### src/rtl/dvp_camera_sequencer.sv
// dvp_camera_sequencer
//   Power-up / reset sequencer for a DVP camera. It also generates the camera
//   master clock (XCLK) by dividing clk.
//
//   Parameters:
//     INTL_CLK_FREQ  clk frequency in Hz; documentation only
//     DVP_CAM_CFG_W  configuration word width (>= 16)
//     PWDN_WAIT_CYC  clk cycles spent in PWR_UP
//     RST_HOLD_CYC   clk cycles spent in RST_HOLD
//     RST_WAIT_CYC   clk cycles spent in RST_WAIT
//
//   Ports:
//     clk            single clock
//     rst            synchronous active-high reset
//     dcr_cam_cfg_i  bit0 start, bit1 pwdn, bits[15:8] XCLK half divisor
//     dvp_xclk_o     camera master clock, period 2*half_div clk cycles
//     dvp_pwdn_o     camera power-down pin (high only in OFF)
//     dvp_rst_n_o    camera reset pin, active low
//     cam_ready_o    high when the camera is operational
//     cam_state_o    current sequencer state
//
//   Build option: define DVP_CAM_RST_SEQ_EN to include the RST_HOLD/RST_WAIT
//   hardware reset stage. When it is undefined, PWR_UP goes directly to READY.
//   In that build dvp_rst_n_o is low only while rst is asserted.
module dvp_camera_sequencer #(
    parameter int INTL_CLK_FREQ = 125000000,
    parameter int DVP_CAM_CFG_W = 32,
    parameter int PWDN_WAIT_CYC = 1024,
    parameter int RST_HOLD_CYC  = 256,
    parameter int RST_WAIT_CYC  = 4096
) (
    input  logic                     clk,
    input  logic                     rst,
    input  logic [DVP_CAM_CFG_W-1:0] dcr_cam_cfg_i,
    output logic                     dvp_xclk_o,
    output logic                     dvp_pwdn_o,
    output logic                     dvp_rst_n_o,
    output logic                     cam_ready_o,
    output logic [2:0]               cam_state_o
);

    localparam int MAX_WAIT_A = (PWDN_WAIT_CYC > RST_HOLD_CYC) ? PWDN_WAIT_CYC : RST_HOLD_CYC;
    localparam int MAX_WAIT   = (MAX_WAIT_A > RST_WAIT_CYC) ? MAX_WAIT_A : RST_WAIT_CYC;
    localparam int CNT_W      = $clog2(MAX_WAIT) + 1;

    localparam logic [CNT_W-1:0] PWDN_LAST = CNT_W'(PWDN_WAIT_CYC - 1);
`ifdef DVP_CAM_RST_SEQ_EN
    localparam logic [CNT_W-1:0] HOLD_LAST = CNT_W'(RST_HOLD_CYC - 1);
    localparam logic [CNT_W-1:0] WAIT_LAST = CNT_W'(RST_WAIT_CYC - 1);
`endif
    localparam logic [DVP_CAM_CFG_W-1:0] CFG_USED = DVP_CAM_CFG_W'(32'h0000_FF03);

    typedef enum logic [2:0] {
        ST_OFF      = 3'd0,
        ST_PWR_UP   = 3'd1,
`ifdef DVP_CAM_RST_SEQ_EN
        ST_RST_HOLD = 3'd2,
        ST_RST_WAIT = 3'd3,
`endif
        ST_READY    = 3'd4
    } state_t;

    state_t           state_q, state_d;
    logic [CNT_W-1:0] phase_q, phase_d;
    logic [7:0]       div_q, div_d;
    logic [7:0]       hd_q, hd_d;
    logic             xclk_q, xclk_d;
    logic             pwdn_q, pwdn_d;
    logic             rst_n_q, rst_n_d;
    logic             ready_q, ready_d;

    logic       run;
    logic [7:0] hd_in;
    logic       unused_cfg;

    assign run        = dcr_cam_cfg_i[0] & ~dcr_cam_cfg_i[1];
    assign hd_in      = (dcr_cam_cfg_i[15:8] == 8'd0) ? 8'd1 : dcr_cam_cfg_i[15:8];
    assign unused_cfg = ^(dcr_cam_cfg_i & ~CFG_USED);

    always_comb begin
        state_d = state_q;
        if (!run) begin
            state_d = ST_OFF;
        end else begin
            case (state_q)
                ST_OFF:      state_d = ST_PWR_UP;
`ifdef DVP_CAM_RST_SEQ_EN
                ST_PWR_UP:   if (phase_q == PWDN_LAST) state_d = ST_RST_HOLD;
                ST_RST_HOLD: if (phase_q == HOLD_LAST) state_d = ST_RST_WAIT;
                ST_RST_WAIT: if (phase_q == WAIT_LAST) state_d = ST_READY;
`else
                ST_PWR_UP:   if (phase_q == PWDN_LAST) state_d = ST_READY;
`endif
                ST_READY:    state_d = ST_READY;
                default:     state_d = ST_OFF;
            endcase
        end

        // The counter only matters in the timed states. It is held at 0 in OFF
        // and READY so that it cannot wrap.
        if (state_d != state_q || state_d == ST_OFF || state_d == ST_READY)
            phase_d = '0;
        else
            phase_d = phase_q + 1'b1;

        // XCLK divider. The divisor used for a half-period is the one latched
        // at the preceding wrap (or at OFF exit), so a change never truncates
        // the half-period in progress. While in OFF, hd is re-sampled every
        // cycle, which is equivalent to latching it at OFF exit.
        div_d  = div_q;
        hd_d   = hd_q;
        xclk_d = xclk_q;
        if (state_q == ST_OFF || state_d == ST_OFF) begin
            div_d  = '0;
            xclk_d = 1'b0;
            if (state_q == ST_OFF)
                hd_d = hd_in;
        end else if (div_q == hd_q - 8'd1) begin
            div_d  = '0;
            xclk_d = ~xclk_q;
            hd_d   = hd_in;
        end else begin
            div_d = div_q + 8'd1;
        end

        // Pin outputs are registered from the next state, so they line up
        // with cam_state_o.
        pwdn_d  = (state_d == ST_OFF);
        ready_d = (state_d == ST_READY);
`ifdef DVP_CAM_RST_SEQ_EN
        rst_n_d = !(state_d == ST_OFF || state_d == ST_RST_HOLD);
`else
        rst_n_d = 1'b1;
`endif
    end

    always_ff @(posedge clk) begin
        if (rst) begin
            state_q <= ST_OFF;
            phase_q <= '0;
            div_q   <= '0;
            hd_q    <= 8'd1;
            xclk_q  <= 1'b0;
            pwdn_q  <= 1'b1;
            rst_n_q <= 1'b0;
            ready_q <= 1'b0;
        end else begin
            state_q <= state_d;
            phase_q <= phase_d;
            div_q   <= div_d;
            hd_q    <= hd_d;
            xclk_q  <= xclk_d;
            pwdn_q  <= pwdn_d;
            rst_n_q <= rst_n_d;
            ready_q <= ready_d;
        end
    end

    assign dvp_xclk_o  = xclk_q;
    assign dvp_pwdn_o  = pwdn_q;
    assign dvp_rst_n_o = rst_n_q;
    assign cam_ready_o = ready_q;
    assign cam_state_o = state_q;

endmodule

### config.mk
export PLATFORM = sky130hd
export DESIGN_NAME = dvp_camera_sequencer
export DESIGN_NICKNAME = d
export VERILOG_FILES = /design/src/rtl/dvp_camera_sequencer.sv
export SDC_FILE = /design/constraint.sdc
export NUM_CORES = 1
export LEC_CHECK = 0
export BUFFER_PORTS_ARGS = -buffer_cell sky130_fd_sc_hd__buf_2
export CAP_MARGIN = 20
export CORE_AREA = 2 2 61 63
export DETAILED_ROUTE_END_ITERATION = 12
export DIE_AREA = 0 0 63 65
export GPL_TIMING_DRIVEN = 0
export HOLD_SLACK_MARGIN = 0.03
export PLACE_DENSITY = 0.88
export SETUP_SLACK_MARGIN = 0.02
export SLEW_MARGIN = 10
export SYNTH_ARGS = -nofsm -noshare
export SYNTH_HDL_FRONTEND = slang
export SYNTH_SLANG_ARGS = --single-unit
### constraint.sdc
create_clock -name clk -period 6.6 [get_ports clk]
set_clock_uncertainty 0.1 [all_clocks]
set_input_delay 0.66 -clock clk [delete_from_list [all_inputs] [get_ports clk]]
set_output_delay 0.66 -clock clk [all_outputs]
set_load 0.005 [all_outputs]
; Word level (Yosys, flattened, before mapping)
; Index checks and enable logic that the tools add are counted.
[classes]
muxes = 8
order_cmp = 0
add_sub_neg = 3
div = 0
mul = 0
shifts = 0
n_reduce_logical = 11
bitwise_logic = 3
eq_ne = 7
[ops]
columns = cell, count
row1 = $mux W8, 4
row2 = $add A13 B1 Y13 const B, 1
row3 = $eq A13 B10 Y1 const B, 1
row4 = $pmux W3 S3, 1
row5 = $add A8 B1 Y8 const B, 1
row6 = $eq A8 B8 Y1, 1
row7 = $logic_not A8 Y1, 1
row8 = $sub A8 B1 Y8 const B, 1
row9 = $eq A3 B3 Y1 const B, 2
row10 = $logic_not A3 Y1, 2
row11 = $mux W3, 2
row12 = $reduce_or A2 Y1, 2
row13 = $eq A3 B1 Y1 const B, 1
row14 = $logic_or A1 B1 Y1, 3
row15 = $ne A3 B3 Y1, 1
row16 = $reduce_or A3 Y1, 1
row17 = $ne A2 B2 Y1 const B, 1
row18 = $not A1 Y1, 2
row19 = $reduce_and A2 Y1, 1
row20 = $reduce_bool A2 Y1, 1
row21 = $and A1 B1 Y1, 1
row22 = $mux W1, 1
[totals]
memories = 0
romBits = 0
output_inout_bits = 7
latch_bits = 0
wordCells = 40
regBits = 36
ramBits = 0
in_bits = 34

; Longest topological paths before layout
[logic_depth]
depth_word = 8
depth_mapped = 9
ltp_nobuf = 8

; Worst setup path before layout
; No wires, ideal clock.
[synth_path]
path_kind = input to register
from = in dcr_cam_cfg_i[1]
to = reg phase_q[10]
t_required_ns = 6.436
n_path_buf = 2
setup_time_ns = 0.064
path_slack_ns = 4.390
arrival_time_ns = 2.046
stages = 6
cell_sequence = nand2b_1 -> or3_1 -> clkbuf_1 -> or4b_4 -> buf_2 -> nor2_1
[synth_via]
elab_chain_cells = 7
elab_cells_between_ends = 9
classes_between = eq/ne: 2 / mux: 1 / bitwise: 2 / reduce/logical: 4
[synth_lines]
columns = element, line_no
row1 = start: declaration, 34  ; input logic [DVP_CAM_CFG_W-1:0] dcr_cam_cfg_i,
row2 = $not A1 Y1 (*), 76  ; assign run = dcr_cam_cfg_i[0] & ~dcr_cam_cfg_i[1];
row3 = $and A1 B1 Y1 (*), 76
row4 = $mux W3 (*), 82  ; if (!run) begin
row5 = $ne A3 B3 Y1 or $logic_not A3 Y1 (tied branches), 101  ; if (state_d != state_q || state_d == ST_OFF || state_d == ST_READY)
row6 = $logic_or A1 B1 Y1, 101
row7 = $logic_or A1 B1 Y1 (*), 101
row8 = $reduce_or A2 Y1 (no line) (*), -
row9 = end signal: assignment, 149  ; phase_q <= phase_d;
row10 = end: declaration, 64  ; logic [CNT_W-1:0] phase_q, phase_d;
; Mark *: on every way between the ends. The rest lies on a longest branch, timed or not.
; A chain may end at the register's enable or synchronous reset.

; Final worst setup path
[layout_path]
from = reg hd_q[0]
to = reg hd_q[0]
[layout_via]
elab_chain_cells = 4
[layout_lines]
columns = element, line_no
row1 = start: declaration, 66  ; logic [7:0] hd_q, hd_d;
row2 = start signal: assignment, 142  ; hd_q <= 8'd1;
row3 = start signal: assignment, 151  ; hd_q <= hd_d;
row4 = $sub A8 B1 Y8, 118  ; end else if (div_q == hd_q - 8'd1) begin
row5 = $eq A8 B8 Y1, 118
row6 = $reduce_bool A2 Y1 (no line), -
row7 = $reduce_and A2 Y1 (no line), -
; Every way passes these cells.

==> run_results.csv <==
group,metric,value,unit
run_status,status,"finished, final reports clean",
sta,max_freq,415.6,MHz
yosys,synth_edf_count,0,
grt,grt_overflow,0,
route,totalWireLength,4007,um
cells_and_area,area_delta_synth_final,10.59,%
yosys,synth_top_area_share,36.97,%
sta,worst_slack,4194,ps
sta,tightest_slew,911.2,ps
clock_tree,cts_setup_buffers,0,
sta,relSlewSlack,38.79,%
pwr,p_int,0.2888,mW
yosys,synth-xor-area-share,14.31,%
route,drc,0,
clock_tree,clkSinkCount,36,
cells_and_area,drive_above_1_share,16.15,%
yosys,syn-num-nets,271,
sta,setup_violations,0,
pwr,max-vdd-ir-drop,0.1233,mV
setup_path,startpoint_type,"flop",
pwr,seq_power_share,56.1,%
floorplanning,core_area,3496,sq um
route,routedWlPerCell,13.01,um
yosys,ys.flop_type,"dfxtp_1",
yosys,synth_top_family_by_area,"simple AND/OR/NAND/NOR gates",
min_path,min_path_type,"flop to flop",
pwr,pwr-share-clk,29.0,%
pwr,switching_power,0.1153,mW
yosys,synth-warning-count,0,
clock_tree,htreeDepth,2,
clock_tree,ctsHoldBuffers,0,
grt,grt_pass1_wl,6810,um
clock_tree,cts_resized,0,
pwr,p_per_area,187.4,nW/um^2
yosys,synth_adder_area_share,1.926,%
pwr,leakagePower,0.8296,nW
yosys,ys_seq_elements,36,
job,maxCapViolCount,0,
floorplanning,boundaryPins,41,
yosys,async_flop_share,0,%
cells_and_area,regArea,720.7,sq um
cells_and_area,fin_nets,296,
floorplanning,rows,22,
cells_and_area,diodes,0,
yosys,seq_area_frac_synth,36.97,%
yosys,avgSynthCellArea,8.331,sq um
yosys,ys_types,43,
setup_path,worstSetupPathType,"flop to flop",
cells_and_area,final_util,61.67,%
sta,fin_crit,2406,ps
sta,slew_viol_final,0,
placement,placed_cell_area,2100,sq um
yosys,synth_area_leaders,"dfxtp_1, xor2_1, nor2_1, nand3_1, xnor2_1",
grt,antenna_found_initial,0,
cells_and_area,nFillCells,334,
sta,finalCritPeriodShare,36.46,%
clock_tree,clkTransAtPathRegs,110,ps
yosys,yosys.area.top_type,"dfxtp_1",
grt,grt_max_degree,13,
pwr,power,0.4040,mW
yosys,synth-simple-area-share,28.75,%
sta,fin_setup_tns,0,ps
pwr,p_comb_share,14.8,%
grt,grt_pass1_vias,1606,
pwr,swShare,28.53,%
placement,port_buffers,18,
yosys,syn_inst,234,
route,drt-initial-drc-count,148,
clock_tree,cts_buffer_depth,2,
yosys,muxShareOfSynthArea,0,%
yosys,synth-compound-area-share,13.86,%
placement,place.gp.congestion,0.7846,
cells_and_area,multi_input_area,1151,sq um
clock_tree,cts_tree,"yes",
setup_path,cp.arrival,2550,ps
cells_and_area,fin_area,2156,sq um
grt,grt_usage,21.14,%
yosys,synth_area,1949,sq um
floorplanning,die_area,4095,sq um
clock_tree,cts_made_buffers,5,
route,vias,1694,
setup_path,worstPathMaxFanout,8,
floorplanning,initial_core_util,55.76,%
sta,rsz0062_at_grt,"no",
route,routed_via_density,5.500,
setup_path,end_kind,"flop",
setup_path,cp.required,6750,ps
sta,hold_viol_final,0,
clock_tree,root_buffer,"clkbuf_4",
floorplanning,die_h,65,um
floorplanning,dieWidth,63,um
clock_tree,clkLatencyLatePin,350,ps
placement,dp_slack,4124,ps
route,drt_pass1_iterations,4,
placement,dpl.hpwl,2901,um
route,antenna_left,0,
[state kept, by name, indices dropped and copies added (netlist names)]
name	flops
cam_ready_o	1
cam_state_o	3
div_q	8
dvp_pwdn_o	1
dvp_rst_n_o	1
dvp_xclk_o	1
hd_q	8
phase_q	13
[metal layers]
layer / vias up / part of all wire [%] / global-route usage (%) / wire (um)
met2: 37 / 50 / 38.03 / 2011
met5: - / 0 / 0 / 0
met4: 0 / 1.8 / 8.333 / 72
met3: 11 / 4.2 / 5.035 / 167
li1: 856 / - / - / -
met1: 790 / 44 / 24.08 / 1756
[power groups by stage]
stage / sequential (mW) / combinational, mW / clock, mW
3_3_place_gp: 0.231 / 0.0576 / 0
5_1_grt: 0.228 / 0.0663 / 0.129
2_1_floorplan: 0.230 / 0.0450 / 0
4_1_cts: 0.227 / 0.0594 / 0.120
3_5_place_dp: 0.232 / 0.0590 / 0
6_report: 0.227 / 0.0600 / 0.117
[layout make-up]
| type | count | area share (%) |
|---|---|---|
| Buffer | 11 | 2.902 |
| Clock buffer | 5 | 1.741 |
| Multi-Input combinational cell | 183 | 53.39 |
| Timing Repair Buffer | 18 | 4.179 |
| Inverter | 4 | 0.6965 |
| Clock inverter | 3 | 0.8706 |
| Tap cell | 48 | 2.786 |
| Sequential cell | 36 | 33.43 |
[cell usage after synthesis, types with 2 or more instances]
| cell type | instances |
|---|---|
| dfxtp_1 | 36 |
| nor2_1 | 33 |
| nand2_1 | 25 |
| nand3_1 | 21 |
| xor2_1 | 19 |
| a21oi_1 | 14 |
| xnor2_1 | 11 |
| and3_1 | 8 |
| o21ai_0 | 8 |
| o211ai_1 | 7 |
| clkbuf_1 | 6 |
| inv_1 | 4 |
| ha_1 | 3 |
| nor3_1 | 3 |
| nor4_1 | 3 |
| a21o_1 | 2 |
| buf_2 | 2 |
| buf_6 | 2 |
| nand2b_1 | 2 |
| or3_1 | 2 |
[worst paths after layout]
kind,endpoint,slack (ps),from,cells after the start
max,hd_q[0],4190,hd_q[0],9
min,phase_q[0],370,phase_q[0],1
max reg2reg,hd_q[0],4190,hd_q[0],9
min reg2reg,phase_q[0],370,phase_q[0],1
[critical path, stage by stage, from the launching register on]
cell       delay (ps)
dfxtp_1           430
inv_1             110
ha_1              240
xor2_1            280
nand3_1           170
o31ai_4           110
o2111ai_2         240
or2_1             280
buf_6             140
o221a_4           200
[cell families (layout without fill, tap and decap cells)]
| family | Yosys count | in the layout |
|---|---|---|
| and+or+nand+nor | 110 | 110 |
| AOI/OAI and AO/OA | 38 | 38 |
| DFF | 36 | 36 |
| xor gates and xnor gates | 31 | 31 |
| buffers and inverters | 15 | 41 |
| adders and majority gates | 3 | 3 |
| other | 1 | 1 |
[stage by stage]
step | instances | hold slack [ps]
3_5_place_dp | 300 | 347.5
6_report | 308 | 366.4
4_1_cts | 308 | 373.6
3_3_place_gp | 300 | 341.6
5_1_grt | 308 | 391.7
2_1_floorplan | 234 | 325.8
[cell usage in the layout, fill, tap and decap left out, types with 3 or more instances in the layout]
cell type  instances
o21ai_0            8
nor4_1             3
xor2_1            19
nor3_1             3
ha_1               3
and3_1             8
nand2_1           25
nor2_1            33
a21oi_1           14
buf_2             20
inv_1              4
clkbuf_4           5
clkbuf_1           6
o211ai_1           7
nand3_1           21
dfxtp_1           36
xnor2_1           11
Note: power is estimated with default switching activity, not from simulation.
